===== config.mk =====
export PLATFORM = sky130hd
export DESIGN_NAME = circuit_breaker
export DESIGN_NICKNAME = d
export VERILOG_FILES = /design/src/rtl/circuit_breaker.sv
export SDC_FILE = /design/constraint.sdc
export NUM_CORES = 1
export LEC_CHECK = 0
export CORE_ASPECT_RATIO = 0.9
export CORE_UTILIZATION = 30
export CTS_BUF_LIST = sky130_fd_sc_hd__clkbuf_4 sky130_fd_sc_hd__clkbuf_8 sky130_fd_sc_hd__clkbuf_16
export DETAILED_ROUTE_END_ITERATION = 8
export PLACE_DENSITY = 0.53
export RECOVER_POWER = 100
export SLEW_MARGIN = 20
export SYNTH_ARGS = -nofsm -noshare
export SYNTH_HDL_FRONTEND = slang
export SYNTH_SLANG_ARGS = --single-unit

===== constraint.sdc =====
create_clock -name clk -period 2.61 [get_ports clk]
set_clock_uncertainty 0.05 [all_clocks]
set_input_delay 0.3915 -clock clk [delete_from_list [all_inputs] [get_ports clk]]
set_output_delay 0.3915 -clock clk [all_outputs]
set_load 0.01 [all_outputs]

===== src/rtl/circuit_breaker.sv =====
// Trading circuit breaker: escalates IDLE -> WATCH -> HALT on persistent or flash-crash
// alerts, waits for operator ack, then cools down. Optional macro: CB_HALT_CAUSE_EN.
module circuit_breaker #(
    parameter int unsigned WARN_PERSIST = 4,
    parameter int unsigned PRI_HALT_MIN = 5,
    parameter int unsigned CLEAR_CYCLES = 8
) (
    input  logic       clk,
    input  logic       rst_n,
    input  logic [7:0] alert_bitmap,
    input  logic [2:0] alert_priority,
    input  logic       ack,
    input  logic [7:0] cooldown_cycles,
    output logic       halt,
    output logic       trade_enable,
    output logic [1:0] cb_state,
    output logic [7:0] sticky_bitmap,
    output logic [7:0] alert_count,
    output logic [7:0] halt_cause
);

    localparam int unsigned PW = (WARN_PERSIST > 1) ? $clog2(WARN_PERSIST + 1) : 1;
    localparam int unsigned QW = (CLEAR_CYCLES > 1) ? $clog2(CLEAR_CYCLES + 1) : 1;
    localparam logic [PW:0] WARN_LIM  = (PW + 1)'(WARN_PERSIST);
    localparam logic [QW:0] CLEAR_LIM = (QW + 1)'(CLEAR_CYCLES);

    typedef enum logic [1:0] {
        StIdle     = 2'b00,
        StWatch    = 2'b01,
        StHalt     = 2'b10,
        StCooldown = 2'b11
    } cb_state_e;

    cb_state_e       state_q;
    logic [PW-1:0]   persist_q;
    logic [QW-1:0]   quiet_q;
    logic [7:0]      cool_q;
    logic            prev_active_q;

    logic            active;
    logic            hot;
    logic            crash;
    logic [PW:0]     persist_inc;
    logic [QW:0]     quiet_inc;
    logic            enter_halt;

    assign active      = (alert_bitmap != 8'h00);
    assign hot         = active && (32'(alert_priority) >= PRI_HALT_MIN);
    assign crash       = alert_bitmap[7];
    // One extra bit so the increment never wraps before the limit compare.
    assign persist_inc = {1'b0, persist_q} + {{PW{1'b0}}, 1'b1};
    assign quiet_inc   = {1'b0, quiet_q} + {{QW{1'b0}}, 1'b1};

    // HALT is re-entered only from other states; a crash while halted just holds.
    assign enter_halt = (state_q != StHalt) &&
                        (crash || (state_q == StWatch && hot && persist_inc >= WARN_LIM));

    assign cb_state = state_q;

    always_ff @(posedge clk) begin
        if (!rst_n) begin
            state_q       <= StIdle;
            halt          <= 1'b0;
            trade_enable  <= 1'b1;
            persist_q     <= '0;
            quiet_q       <= '0;
            cool_q        <= 8'h00;
            prev_active_q <= 1'b0;
            sticky_bitmap <= 8'h00;
            alert_count   <= 8'h00;
        end else begin
            // New flags win over a simultaneous ack.
            sticky_bitmap <= ack ? alert_bitmap : (sticky_bitmap | alert_bitmap);
            prev_active_q <= active;
            if (active && !prev_active_q && alert_count != 8'hff) begin
                alert_count <= alert_count + 8'd1;
            end

            if (enter_halt) begin
                state_q      <= StHalt;
                halt         <= 1'b1;
                trade_enable <= 1'b0;
                persist_q    <= '0;
                quiet_q      <= '0;
            end else begin
                case (state_q)
                    StIdle: begin
                        if (active) begin
                            state_q   <= StWatch;
                            persist_q <= PW'(hot);
                            quiet_q   <= '0;
                        end
                    end
                    StWatch: begin
                        if (hot) begin
                            persist_q <= persist_inc[PW-1:0];
                            quiet_q   <= '0;
                        end else if (active) begin
                            persist_q <= '0;
                            quiet_q   <= '0;
                        end else if (quiet_inc >= CLEAR_LIM) begin
                            state_q   <= StIdle;
                            persist_q <= '0;
                            quiet_q   <= '0;
                        end else begin
                            quiet_q   <= quiet_inc[QW-1:0];
                        end
                    end
                    StHalt: begin
                        if (ack && !crash) begin
                            state_q <= StCooldown;
                            cool_q  <= cooldown_cycles;
                        end
                    end
                    StCooldown: begin
                        if (cool_q == 8'h00) begin
                            state_q      <= StIdle;
                            halt         <= 1'b0;
                            trade_enable <= 1'b1;
                            persist_q    <= '0;
                            quiet_q      <= '0;
                        end else begin
                            cool_q <= cool_q - 8'd1;
                        end
                    end
                    default: state_q <= StIdle;
                endcase
            end
        end
    end

`ifdef CB_HALT_CAUSE_EN
    logic [7:0] cause_q;

    always_ff @(posedge clk) begin
        if (!rst_n) begin
            cause_q <= 8'h00;
        end else if (enter_halt) begin
            cause_q <= alert_bitmap;
        end
    end

    assign halt_cause = cause_q;
`else
    assign halt_cause = 8'h00;
`endif

endmodule


Yosys cells after proc, flatten, opt, wreduce, memory -nomap -nowiden --
Index checks and enable logic that the tools add are counted.
Storage, ports and cells: bits in registers 36, output and inout port bits 28
Cells by class: add/subtract/negate cells 4, order comparisons 3, eq/ne operators 19, multiplexer cells 30, bitwise gates (word level) 3, reductions and logical operators 24
Operators by type and width (number):
- $mux W8 | 3
- $mux W4 | 5
- $pmux W8 S2 | 1
- $mux W3 | 5
- $ne A3 B3 Y1 const B | 5
- $mux W2 | 7
- $ne A2 B2 Y1 const B | 7
- $pmux W4 S3 | 1
- $reduce_and A6 Y1 | 2
- $pmux W3 S3 | 1
- $add A8 B1 Y8 const B | 1
- $logic_not A8 Y1 | 1
- $ne A8 B8 Y1 const B | 1
- $or A8 B8 Y8 | 1
- $pmux W2 S4 | 1
- $reduce_and A4 Y1 | 2
- $reduce_bool A8 Y1 | 1
- $sub A8 B1 Y8 const B | 1
- $logic_and A1 B1 Y1 | 7
- $mux W1 | 6
- $reduce_bool A2 Y1 | 3
- $add A4 B1 Y5 const B | 1
- $ge A5 B4 Y1 const B | 1
- $add A3 B1 Y4 const B | 1
- other kinds (15) | 18

Longest topological paths before layout --
Gate-level depths: netlist of the first run.
depth in word-level cells 8, mapped depth 6

Worst setup path after synthesis of the first run --
Ideal clock, no wire load.
path type flip-flop to flip-flop, start point register alert_count[0], end point register alert_count[5], setup time 0.115 ns, arrival 1.731 ns, slack 0.715 ns, stages on the path, launching flop included 7, clock period less this slack 1.895 ns, path through dfxtp_1 -> ha_1 -> and3_1 -> a221o_1 -> buf_2 -> o31a_1 -> o21a_1
On the way: cells in the longest elaborated chain, start to end 2, elaborated cells on any way between the ends 3, classes of those cells 1 x add/sub; 1 x eq/ne; 1 x reduce/logical
RTL lines:
- from (decl) | RTL line 18 | output logic [7:0] alert_count,
- from (signal assigned) | RTL line 76 | alert_count <= alert_count + 8'd1;
- parallel branches: the longest is 2 deep, another holds $add A8 B1 Y8
Several ways; the timed one is not identified. A chain may end at the register's enable or synchronous reset.

Worst setup path after layout of the first run --
start point register state_q[0], in the netlist cb_state[0], end point output port cb_state[0]
RTL lines:
- from (decl) | RTL line 34 | cb_state_e state_q;
- from (signal assigned) | RTL line 62 | state_q <= StIdle;
- from (signal assigned) | RTL line 80 | state_q <= StHalt;
- from (signal assigned) | RTL line 89 | state_q <= StWatch;
- to (decl) | RTL line 16 | output logic [1:0] cb_state,
No word-level cell between the ends.

==> metrics.md, run 1 <==
| Metric | Value |
|---|---|
| Unrepaired setup endpoints after global routing | false |
| First-pass GRT wire length | 8031 um |
| Ys async rst share | 0 |
| Final non-filler cell total | 362 |
| Pre-antenna DRT Iters | 4 |
| Final Cycle Share | 0.8590 |
| Hold_ws | 0.4242 ns |
| Seq/Total Area, Yosys | 0.3659 |
| DP Area | approximately 2400 um^2 |
| Top cell type's share of synthesized area | 0.3659 |
| Worst-Skew Late Latency | 0.29 ns |
| Critical Path Slowest Stage Cell | clkdlybuf4s50_1 |
| Final min period | roughly 2.2 ns |
| Hold crit path type | flop to flop |
| Via count | 1791 |
| GRT Overall Usage | 0.1486 |
| DRT iter0 DRCs | 87 |
| Worst stage delay on the critical path | 0.65 ns |
| Post-DP HPWL | 3394 um |
| Port-buffer cells | just over 40 |
| Synthesized area per cell | 8.489 um^2 |
| Post-Place Cells | 355 |
| I/O Pins | 50 |
| Setup TNS | 0 ns |
| CP endpoint kind | output pin |
| Final core utilization | 0.4030 |
| Initial core utilization | 0.3168 |
| Startpoint Class | flop |
| CTS clk-pin slew, worst paths | 0.07 ns |
| Sequential cell area | approximately 700 um^2 |
| Max VDD drop | 0.2072 mV |
| Clock tree sinks | 36 |
| Gpl congestion | between 0.7 and 0.8 |
| Flops & latches, synth | 36 |
| Resize count post-CTS | 0 |
| Vias per cell | approximately 4.9 |
| Yosys cell types | 58 |
| Synth area leaders | dfxtp_1, a21oi_1, nor2_1, ha_1, o21ai_0 |
| Crit path cell chain | clkbuf_1 -> clkdlybuf4s50_1 |
| Area growth syn-to-layout | 27.19% |
| Num rows | 27 |
| Critical path arrival | 1.80 ns |
| Tightest Pin Transition | 0.6703 ns |
| Core area | 6216 um^2 |
| Max Root-Sink Buffers | 2 |
| Max-cap violations | 0 |
| Final setup viols | 0 |
| Multi-input logic area | 1105 um^2 |
| Detailed Route WL | between 4000 and 5000 um |
| Initial antenna violation count | 0 |
| Wire length per cell | 13.19 um |
| Die area | around 7000 um^2 |
| Root buf cell | clkbuf_8 |
| Count of final hold-check violations | 0 |
| FMAX | about 450 MHz |
| Slew Viols, Final | 0 |
| Fin worst setup slack | 0.3679 ns |
| Total grt overflow | 0 |
| Routed Antenna Nets | 0 |
| Setup bufs post-CTS | 0 |
| Synth area leader | dfxtp_1 |
| CTS tree | yes |
| CP bufs+invs | 2 |
| Nets | between 300 and 400 |
| Inserted Clock Buffers | 5 |
| Top_reg_cell synth | dfxtp_1 |
| Max transition margin | 0.5523 |
| DRC | 0 |
| Fillers | 655 |
| Crit path kind | flop to output pin |
| Cell Pwr Density | 500.0 nW/um^2 |
| Mapped Cells | 232 |
| Largest net degree at the start of global routing | 27 |
| Post-synth EDFFs | 0 |
| Pre-CTS WS | 0.2734 ns |
| Die X-Extent | just under 90 um |
| Share of layout cells above drive strength 1 | 0.07636 |
| Post-synth design cell area | 1969 um^2 |
| Antenna Cells | 0 |
| Status | completed |
| Vias in the first global route | 1653 |
| Design area | 2505 um^2 |
| Htree depth | 2 |
| Yosys warns | 0 |
| Die Y-Extent | 78.87 um |
| Req. time, crit path | 2.17 ns |
| CP max FO | 14 |
| Leakage Power | 0.9303 nW |
| Pwr Total | 1.252 mW |
| Cell family contributing the most delay on the critical path | buffers and inverters |
| Hold Buf Count CTS | 0 |
## tightest hold or removal path, cell delays in order (launching register included)
cell and delay [ns]:
dfxtp_1 0.33, nand3_1 0.07, nor2_1 0.03
## path summary, 6_finish.rpt
check	startpoint	to	slack, ns	cells after the start
worst max-delay path	cb_state[0]	cb_state[0]	0.37	2
worst min-delay path	quiet_q[3]	quiet_q[3]	0.42	2
worst max register to register	cool_q[0]	cool_q[5]	0.44	6
worst min register to register	quiet_q[3]	quiet_q[3]	0.42	2
## flip-flops by register name (all words and copies together), names as in the netlist, 2 cells and up
name	flops
cb_state	2
persist_q	3
quiet_q	4
sticky_bitmap	8
cool_q	8
alert_count	8
## synthesized netlist by cell type, drive strengths merged, types with 3 or more instances
master and instances:
buf 12, o21ai 15, dfxtp 36, inv 10, nor4b 3, clkbuf 3
or4 4, nand4 3, ha 6, nor2 22, a31o 3, or3 4
nand3 11, and2 4, nor3 3, nand2 14, nor4 6, a21oi 30
## kinds of logic after synthesis
group	count (synthesis)	synth area share
flip-flops	36	0.3659
other	1	0.001904
AO/OA/AOI/OAI	72	0.2440
adder cells (fa/ha/maj)	6	0.03812
AND/OR/NAND/NOR	86	0.2605
XOR/XNOR	1	0.004448
buffers and inverters	27	0.06925
multiplexers	3	0.01588
## final cells by class
| cell class | count | area share |
|---|---|---|
| flip-flops and latches | 36 | 0.2877 |
| clock buffers | 7 | 0.03846 |
| repair buffers | 44 | 0.1713 |
| multi-input cells | 176 | 0.4411 |
| well taps | 87 | 0.04346 |
| inverters | 12 | 0.01798 |
## placed cells by master, fill, tap and decap left out, types with 2 or more instances in the layout
cell type,Yosys,final
buf_4,8,2
or4_4,2,2
or3_1,4,4
o22ai_1,2,2
nor4_2,2,2
ha_1,6,6
a31o_2,3,2
o31ai_1,2,2
nor4b_1,2,3
nor2_1,22,22
nand2_1,14,14
clkbuf_8,0,7
dfxtp_1,36,36
dlygate4sd3_1,0,21
nor3b_1,2,2
and3_1,2,2
nand2b_1,2,2
nor4_1,3,3
o211ai_1,1,2
a21oi_1,30,30
and2_1,4,4
inv_1,10,10
clkinv_1,2,2
nand4_1,3,3
a21o_1,2,2
conb_1,1,8
a31oi_1,2,2
o21ai_0,15,15
mux2i_1,2,2
nor3_1,2,2
clkdlybuf4s50_1,0,20
or4_1,2,2
a221oi_1,1,2
nand3_1,11,11
## power by group
group          total (mW)  switching, mW  internal [mW]
Combinational       0.215          0.111          0.104
Clock               0.439          0.203          0.235
Sequential          0.599         0.0255          0.573
Total                1.25          0.340          0.913
## routing by layer
metal	wire [um]	share of wire	vias to the layer above	track usage
met5	0	0	-	0
met4	41	0.0086	0	0.04918
met3	210	0.044	5	0.03222
met2	2036	0.43	37	0.2227
met1	2485	0.52	820	0.2099
li1	-	-	929	-
(Power assumes the default switching activity.)
==> run 2: changes to the inputs <==
Settings changed: MAX_ROUTING_LAYER set to met4.
==> run 2 against run 1 <==
Flip-flop and latch count unchanged. Sequential share of layout area unchanged. Worst setup slack better by 0.0079 ns. Sequential power barely moved. Cell count did not move. Design area unchanged. Utilization unchanged. Clock power barely moved. Register-to-register slack barely moved. Largest power group unchanged.
==> metrics.md, run 2 (same netlist as run 1, synthesis figures left out) <==
| Metric | Value |
|---|---|
| Fillers | 655 (unchanged) |
| Die Y-Extent | 78.87 um (unchanged) |
| Initial core utilization | 0.3168 (unchanged) |
| Largest net degree at the start of global routing | 27 (unchanged) |
| CTS clk-pin slew, worst paths | 0.07 ns (about the same) |
| DRC | 0 (unchanged) |
| CP max FO | 14 (unchanged) |
| Tightest Pin Transition | 0.6704 ns (+0.00007707 ns) |
| Pre-CTS WS | 0.2734 ns (unchanged) |
| I/O Pins | 50 (unchanged) |
| Final min period | 2.234 ns (-0.007861 ns) |
| Hold_ws | 0.4242 ns (-0.000008000 ns) |
| Worst stage delay on the critical path | 0.65 ns (about the same) |
| CP bufs+invs | 2 (unchanged) |
| Crit path cell chain | clkbuf_1 -> clkdlybuf4s50_1 |
| Commonest non-fill, non-tap cell in the layout | dfxtp_1 |
| Port-buffer cells | 41 (unchanged) |
| Status | completed |
| Gpl congestion | 0.7299 (+1.2%) |
| Worst-Skew Late Latency | 0.29 ns (about the same) |
| Die area | 6893 um^2 (unchanged) |
| Sequential cell area | 720.7 um^2 (unchanged) |
| Multi-input logic area | 1105 um^2 (unchanged) |
| Post-DP HPWL | 3394 um (unchanged) |
| Share of layout cells above drive strength 1 | 0.07636 (unchanged) |
| Htree depth | 2 (unchanged) |
| Max VDD drop | 0.2058 mV (-0.64%) |
| CTS tree | yes |
| Detailed Route WL | 4754 um (-0.42%) |
| Cell family contributing the most delay on the critical path | buffers and inverters |
| Clock tree sinks | 36 (unchanged) |
| Pre-antenna DRT Iters | 4 (unchanged) |
| Unrepaired setup endpoints after global routing | false |
| First-pass GRT wire length | 8010 um (-0.26%) |
| Setup TNS | 0 ns (unchanged) |
| Wire length per cell | 13.13 um (-0.42%) |
| Final Cycle Share | 0.8560 (-0.003012) |
| Max transition margin | 0.5522 (about the same) |
| Most frequent cells in the layout | dfxtp_1, a21oi_1, nor2_1, dlygate4sd3_1, clkdlybuf4s50_1 |
| Top Registers | alert_count: 8 flops, cool_q: 8 flops, sticky_bitmap: 8 flops |
| Crit path kind | flop to output pin |
| Req. time, crit path | 2.17 ns (about the same) |
| Antenna Cells | 0 (unchanged) |
| Nets | 303 (unchanged) |
| Inserted Clock Buffers | 5 (unchanged) |
| Final core utilization | 0.4030 (unchanged) |
| CP endpoint kind | output pin |
| Startpoint Class | flop |
| Core area | 6216 um^2 (unchanged) |
| Root buf cell | clkbuf_8 |
| Initial antenna violation count | 0 (unchanged) |
| Setup bufs post-CTS | 0 (unchanged) |
| Vias in the first global route | 1658 (+0.30%) |
| Count of final hold-check violations | 0 (unchanged) |
| Hold crit path type | flop to flop |
| Critical Path Slowest Stage Cell | clkdlybuf4s50_1 |
| GRT Overall Usage | 0.1524 (+0.003846) |
| Cell Pwr Density | 499.8 nW/um^2 (about the same) |
| Via count | 1797 (+0.34%) |
| Slew Viols, Final | 0 (unchanged) |
| Critical path arrival | 1.79 ns (about the same) |
| Num rows | 27 (unchanged) |
| Routed Antenna Nets | 0 (unchanged) |
| FMAX | 447.6 MHz (+0.35%) |
| Vias per cell | 4.964 (+0.34%) |
| Area growth syn-to-layout | 27.19% (unchanged) |
| Max-cap violations | 0 (unchanged) |
| Die X-Extent | 87.41 um (unchanged) |
| Resize count post-CTS | 0 (unchanged) |
| Leakage Power | 0.9303 nW (unchanged) |
| Final setup viols | 0 (unchanged) |
| Max Root-Sink Buffers | 2 (unchanged) |
| Total grt overflow | 0 (unchanged) |
| Hold Buf Count CTS | 0 (unchanged) |
| Fin worst setup slack | 0.3758 ns (+0.007861 ns) |
| DRT iter0 DRCs | 93 (+6.9%) |
[run 2: cell counts in the layout (fill, tap and decap cells not counted)]
Identical to the previous run, type by type.
[run 2: cell type report]
type,count,share of cell area
repair buffers,44,0.1713
well taps,87,0.04346
clock buffers,7,0.03846
multi-input cells,176,0.4411
inverters,12,0.01798
flip-flops and latches,36,0.2877
[run 2: metal layers]
layer | global-route usage | up-vias | part of all wire
met3 | 0.03222 | 5 | 0.042
met4 | 0.04918 | 0 | 0.0088
met1 | 0.2079 | 828 | 0.52
met2 | 0.2242 | 35 | 0.43
li1 | - | 929 | -
met5 | - | - | 0
[run 2: worst paths after layout]
check	from	to	slack, ns	depth (start not counted)
hold / removal	quiet_q[3]	quiet_q[3]	0.42	2
setup / recovery	cb_state[0]	cb_state[0]	0.38	2
hold reg to reg	quiet_q[3]	quiet_q[3]	0.42	2
setup reg to reg	cool_q[0]	cool_q[5]	0.43	6
[run 2: report_power, final]
| part | leakage, nW | switching, mW | internal (mW) |
|---|---|---|---|
| clock | 0.0503 | 0.203 | 0.235 |
| combinational | 0.585 | 0.111 | 0.104 |
| sequential | 0.295 | 0.0254 | 0.573 |
| total | 0.930 | 0.339 | 0.913 |
[run 2: worst reg2reg max path, delay by kind of cell, from the launching register on]
kind,cells,cell delay [ns]
buffers and inverters,1,0.10
and+or+nand+nor,1,0.53
AOI/OAI and AO/OA,3,0.92
adders and majority gates,1,0.15
DFF,1,0.37
[run 2: metrics by stage]
stage	instance area (um^2)	instances	power, mW
detailed placement	2446	355	0.8419
finish	2505	362	1.252
global placement	2446	355	0.8417
CTS	2542	362	1.281
global route	2505	362	1.316
floorplan	1996	239	0.7456
